==> src/rtl/video_hwindow.sv <==
`default_nettype none
// ============================================================================
//  Module      : video_hwindow
//  Description : Programmable pixel clock-enable divider plus a horizontal
//                blanking window for the CLK_VIDEO domain. It measures the
//                active line length and applies left/right crop values.
//                The crop values are shadowed at the VBlank rise, so a crop
//                change never tears a frame.
//  Revision    : 1.0  initial release
// ============================================================================
module video_hwindow #(
  parameter int          DIV_W    = 2,
  parameter int          CNT_W    = 11,
  parameter int unsigned MIN_LINE = 256
) (
  input  logic             clk,
  input  logic             reset,
  input  logic [DIV_W-1:0] ce_div,
  input  logic             hblank_in,
  input  logic             vblank_in,
  input  logic             crop_en,
  input  logic [CNT_W-1:0] crop_left,
  input  logic [CNT_W-1:0] crop_right,
  output logic             ce_pix,
  output logic             hblank_out,
  output logic [CNT_W-1:0] hcnt,
  output logic [CNT_W-1:0] line_len,
  output logic             line_len_valid
);

  localparam logic [CNT_W-1:0] c_cnt_max = {CNT_W{1'b1}};

  logic [DIV_W-1:0] r_div;
  logic             r_prev_hbl;
  logic             r_prev_vbl;
  logic             r_en_s;
  logic [CNT_W-1:0] r_cl_s;
  logic [CNT_W-1:0] r_cr_s;

  logic             w_hbl_rise;
  logic             w_vbl_rise;
  logic             w_len_ok;
  logic [CNT_W:0]   w_right_diff;
  logic [CNT_W-1:0] w_right_edge;
  logic             w_crop_blank;

  // The first blank pixel after active video closes a line. The first
  // VBlank pixel marks the frame boundary where the crop values are latched.
  assign w_hbl_rise = ~r_prev_hbl & hblank_in;
  assign w_vbl_rise = ~r_prev_vbl & vblank_in;

  // The measured length is compared at 32 bits, so MIN_LINE may exceed the
  // counter range without wrapping.
  assign w_len_ok   = (32'(hcnt) >= MIN_LINE);

  // The right edge is computed one bit wider, then clamped to zero when the
  // right crop swallows the whole line. A zero edge blanks every pixel.
  assign w_right_diff = {1'b0, line_len} - {1'b0, r_cr_s};
  assign w_right_edge = (r_cr_s < line_len) ? w_right_diff[CNT_W-1:0] : '0;

  assign w_crop_blank = r_en_s & line_len_valid &
                        ((hcnt < r_cl_s) | (hcnt >= w_right_edge));

  // Free-running divider. A ratio lowered below the current count wraps at
  // once, so there is no long gap.
  always_ff @(posedge clk) begin
    if (reset) begin
      r_div  <= '0;
      ce_pix <= 1'b0;
    end else begin
      r_div  <= (r_div >= ce_div) ? '0 : r_div + 1'b1;
      ce_pix <= (r_div == '0);
    end
  end

  // Active-pixel counter. It clears in HBlank and saturates at full scale.
  always_ff @(posedge clk) begin
    if (reset) begin
      hcnt <= '0;
    end else if (ce_pix) begin
      if (hblank_in)
        hcnt <= '0;
      else if (hcnt != c_cnt_max)
        hcnt <= hcnt + 1'b1;
    end
  end

  // Line-length capture at the HBlank rise. Short lines are treated as glitches
  // and discarded.
  always_ff @(posedge clk) begin
    if (reset) begin
      line_len       <= '0;
      line_len_valid <= 1'b0;
      r_prev_hbl     <= 1'b1;
    end else if (ce_pix) begin
      r_prev_hbl <= hblank_in;
      if (w_hbl_rise && w_len_ok) begin
        line_len       <= hcnt;
        line_len_valid <= 1'b1;
      end
    end
  end

  // Crop shadow registers. They load only at the VBlank rise and apply from
  // the next pixel onward.
  always_ff @(posedge clk) begin
    if (reset) begin
      r_en_s     <= 1'b0;
      r_cl_s     <= '0;
      r_cr_s     <= '0;
      r_prev_vbl <= 1'b0;
    end else if (ce_pix) begin
      r_prev_vbl <= vblank_in;
      if (w_vbl_rise) begin
        r_en_s <= crop_en;
        r_cl_s <= crop_left;
        r_cr_s <= crop_right;
      end
    end
  end

  // Registered blanking output. It trails hblank_in by exactly one pixel.
  always_ff @(posedge clk) begin
    if (reset)
      hblank_out <= 1'b1;
    else if (ce_pix)
      hblank_out <= hblank_in | w_crop_blank;
  end

endmodule
`default_nettype wire
==> config.mk <==
export PLATFORM = sky130hd
export DESIGN_NAME = video_hwindow
export DESIGN_NICKNAME = d
export VERILOG_FILES = /design/src/rtl/video_hwindow.sv
export SDC_FILE = /design/constraint.sdc
export NUM_CORES = 1
export LEC_CHECK = 0
export CAP_MARGIN = 15
export CORE_MARGIN = 1.5
export CORE_UTILIZATION = 55
export CTS_BUF_LIST = sky130_fd_sc_hd__clkbuf_2 sky130_fd_sc_hd__clkbuf_4 sky130_fd_sc_hd__clkbuf_8
export CTS_CLUSTER_DIAMETER = 30
export CTS_CLUSTER_SIZE = 24
export DETAILED_ROUTE_END_ITERATION = 8
export MAX_ROUTING_LAYER = met4
export PLACE_DENSITY = 0.82
export SLEW_MARGIN = 10
export SYNTH_ARGS = -nofsm -noshare
export SYNTH_HDL_FRONTEND = slang
export SYNTH_SLANG_ARGS = --single-unit
export TNS_END_PERCENT = 50
==> constraint.sdc <==
create_clock -name clk -period 3 [get_ports clk]
set_input_delay 0.6 -clock clk [delete_from_list [all_inputs] [get_ports clk]]
set_output_delay 0.6 -clock clk [all_outputs]
set_load 0.01 [all_outputs]
==> results summary <==
The worst setup path endpoint is hblank_out. The launch instance of the worst register-to-register path is r_cr_s[5]. After synthesis the netlist holds a flip-flop and latch count of 52.

The pin count of the biggest net entering global routing came out at 42. The total negative slack for setup checks came out at 0 ns. The number of antenna violations at the first check in global routing is 0. The detailed-route wire length is 7937 um. The full die area is 6243 um^2. Of the total synthesized cell area, the portion taken by XOR and XNOR cells is 0.02756.

TritonCTS built the clock tree. The sequential cell area fraction in the yosys report is 0.3276. The fraction of layout instances using a drive strength above 1 is 0.07112. The flow ran to the end, and the final reports show no timing, DRC or antenna violations. The min-delay analysis places its worst path in the category reg -> reg.

The post-synth net total is 472. The overflow left after global routing is 0. The average routed wire per standard cell is 14.81 um.

The startpoint-to-endpoint class of the critical path is reg -> reg. The H-tree depth is 2. The power share of the clock group came out at 0.257. The first element of the critical path is r_cr_s[5]. The share of total power dissipated in combinational logic is 0.283.

The detailed router's first-iteration violation count is 216. The clock passes through at most 2 buffers. The number of placed I/O pins is 54. Walking the worst path, the cells encountered are inv_1, ha_1, o21a_1, o2111a_1, a211oi_1, o211a_1, nand3_1, ha_1, a21o_1, a2111oi_1, a31oi_1. For the final database, setup skew stands at 0.009874 ns. The global placement routability congestion came out at 0.8576.

From synthesis to final layout, the design area changed by 24.33%. The vertical die dimension came out at 79.02 um. Of the post-synthesis cell area, the dominant cell type holds 0.3276.

The worst path arrival time is 3.01 ns. After synthesis, the largest family of logic cells by area is simple AND/OR/NAND/NOR gates. The average cell area after synthesis is 7.847 um^2. The count of cells along the worst hold path came out at 2. The first global-routing pass estimated 13,330 um of wire.

The total clock buffers created by CTS is 5. The synthesized netlist contains 47 unique library cells. The count of fill cells added during filler insertion is 473. The element type at the critical path end is a flip-flop. The register-to-register path setup slack is 0.18 ns.

For this run, design rule violations remaining after detail routing come to 0. For this run, the total global-route usage over all layers was measured as 0.2798. The compound-gate portion of the synthesized area came out at 0.2031. The total via count after detailed routing came out at 2,989.

The simple-gate share of the synthesized area is 0.2228. The pin slew with the least headroom to its limit came out at 0.5917 ns. On the worst path, the slowest cell contributes a delay of 0.39 ns. The switching power is 495.4 uW. The critical path data required time is 3.20 ns.

The number of nets still failing antenna checks after routing came out at 0. The number of flops mapped to enable cells by yosys is 0. In this run the critical register-to-register path is captured at hblank_out. The number of global-route vias before repair is 2,845. The share of synthesized registers carrying an async set or reset is 0. The number of cells on the worst reg-to-reg path is 11.

The max-slew violation total from the final report is 0. The routed via count divided by cell count is 5.576. The static leakage came out at 0.001523 uW. The diode insertion count for antenna repair came out at 0. Setup violations remaining at the end of the flow were counted as 0. The initial utilization of the core area, before any placement, comes to 0.5736. The maximum VDD drop came out at 0.2667 mV. In the post-synthesis netlist, the biggest area contributors are dfxtp_1, ha_1, nand2_1. The fmax is 355.1 MHz. The iteration count of the initial detailed-routing pass came out at 4. The count of maximum capacitance violations is 0. The total count of hold-check failures in the final report came out at 0.

Synthesis produced 405 cells. Among all flip-flop cells after synthesis, the most frequent one is dfxtp_1. The final cycle utilization of the critical path is 0.9387. At the end of the flow the core is filled with cells to 0.7132.

The net switching fraction of the power is 0.3015. The largest total area in the synthesized netlist belongs to dfxtp_1. The post-synthesis mux area share is 0.006299. The number of nets in the finished design is 530. The die is 79.02 um wide.

STA classifies the critical path startpoint as a flip-flop. The later-pin clock latency in the skew report came out at 0.31 ns. The power density normalized to cell area came out at 415.8 nW/um^2. The number of input and output port buffers inserted is 53. Detailed placement ended at an HPWL of 5971 um. The share of total power dissipated in sequential elements is 0.460. The internal power of the cells is 1147 uW.

The total instance count after detailed placement came out at 525. The number of sinks on the clock net came out at 52. The number of core rows is 27. After the flow finishes, the layout carries non-filler instances totaling 536.

The worst pin sits at a relative slew slack of 0.6022. By instance count, the cell type seen most on the critical path is ha_1. The CTS clock-pin slew for the worst setup and hold paths came out at 0.10 ns. The synthesized netlist occupies a cell area of 3178 um^2.

Of the total synthesized cell area, the portion taken by full adders, half adders and majority gates is 0.1520. CTS placed an instance of clkbuf_8 at the clock tree root. Yosys printed 0 warnings.

The maximum fanout encountered on the critical timing path is 8. The area of the core is 5540 um^2. The worst path in the final design needs a cycle of 2.816 ns, including I/O delays and setup.

Among all stages on the critical path, the largest delay is contributed by a2111oi_1.
## cell usage after synthesis, drive strengths merged (7+ instances only)
cell type / instances
buf: 7
inv: 32
clkbuf: 10
dfxtp: 52
o21ai: 13
nor2: 29
o21a: 7
nand3: 10
xnor2: 8
nand4: 8
nand2: 73
ha: 37
a21oi: 46
nor2b: 7
## worst min path at each step
stage	end	slack, ns	startpoint
after detailed placement	r_cl_s[7]	0.45	r_cl_s[7]
after floorplan	r_div[0]	0.41	r_div[0]
after global routing	r_cl_s[0]	0.48	r_cl_s[0]
after CTS	r_cr_s[10]	0.46	r_cr_s[10]
final	r_cl_s[7]	0.46	r_cl_s[7]
after global placement	r_div[0]	0.42	r_div[0]
## sequential cells by signal, indices dropped and copies added (netlist names)
name	count
r_prev_vbl	1
r_en_s	1
r_prev_hbl	1
hcnt	11
r_div	2
hblank_out	1
ce_pix	1
r_cl_s	11
line_len_valid	1
r_cr_s	11
line_len	11
## metrics by stage
step	setup WS (ns)	total power [uW]	instance area, um^2	hold slack [ns]
6_report	0.1839	1643	3951	0.4594
5_1_grt	-0.01783	1740	3951	0.4813
4_1_cts	0.03706	1625	3913	0.4619
3_5_place_dp	0.03787	1208	3816	0.4487
3_3_place_gp	0.1202	1198	3816	0.4183
2_1_floorplan	0.2679	1055	3178	0.4057
## power by group through the flow
stage | combinational [uW] | clock (uW) | sequential (uW)
finish | 465 | 422 | 755
global route | 522 | 459 | 759
CTS | 441 | 429 | 754
detailed placement | 438 | 0 | 770
global placement | 429 | 0 | 769
floorplan | 294 | 0 | 761
## logic make-up after synthesis
kind of cell,count (synthesis)
AOI/OAI and AO/OA,101
xor gates and xnor gates,10
adders and majority gates,38
buffers and inverters,49
DFF,52
muxes,2
and+or+nand+nor,153
## worst max-delay path, delay by kind of cell, from the launching register on
family | cells | cell delay [ns]
compound gates | 7 | 1.57
fa+ha+maj | 2 | 0.66
buf+inv | 1 | 0.05
flops | 1 | 0.34
simple gates | 1 | 0.08
## layout make-up
cell class,instances,area (um^2),area share
multi-input cells,304,1961,0.4962
flip-flops and latches,52,1041,0.2635
repair buffers,68,643.1,0.1628
inverters,32,120.1,0.03040
well taps,72,90.09,0.02280
clock buffers,6,82.58,0.02090
clock inverters,2,13.76,0.003483
## metal layers
| layer | global-route usage | part of all wire |
|---|---|---|
| met1 | 0.3756 | 0.47 |
| met2 | 0.4410 | 0.47 |
| met3 | 0.04253 | 0.047 |
| met4 | 0.07544 | 0.013 |
| met5 | - | 0 |
## repair_timing
item                                    4_1_cts  5_1_grt
setup buffers                                 0        3
hold buffers                                  0        0
endpoints found under the setup margin        0        1
gates resized for setup                       0        6
## layout by cell type, fill, tap and decap left out, types with 2 or more instances in the layout
| cell | count |
|---|---|
| a2111oi_0 | 2 |
| a211oi_1 | 4 |
| a21o_1 | 6 |
| a21oi_1 | 44 |
| a21oi_2 | 2 |
| a22oi_1 | 4 |
| a31oi_1 | 3 |
| and2_1 | 2 |
| and4_1 | 2 |
| buf_4 | 15 |
| clkbuf_8 | 6 |
| clkdlybuf4s50_1 | 53 |
| dfxtp_1 | 52 |
| ha_1 | 36 |
| inv_1 | 32 |
| mux2i_1 | 2 |
| nand2_1 | 73 |
| nand2b_1 | 6 |
| nand3_1 | 10 |
| nand3b_1 | 2 |
| nand4_1 | 8 |
| nor2_1 | 28 |
| nor2b_1 | 7 |
| nor3_1 | 5 |
| o2111a_1 | 2 |
| o211ai_1 | 2 |
| o21a_1 | 7 |
| o21ai_0 | 11 |
| o21ai_1 | 2 |
| o31a_1 | 3 |
| or3_1 | 2 |
| xnor2_1 | 8 |
| xor2_1 | 2 |
Power figures use the tool's default switching activity.
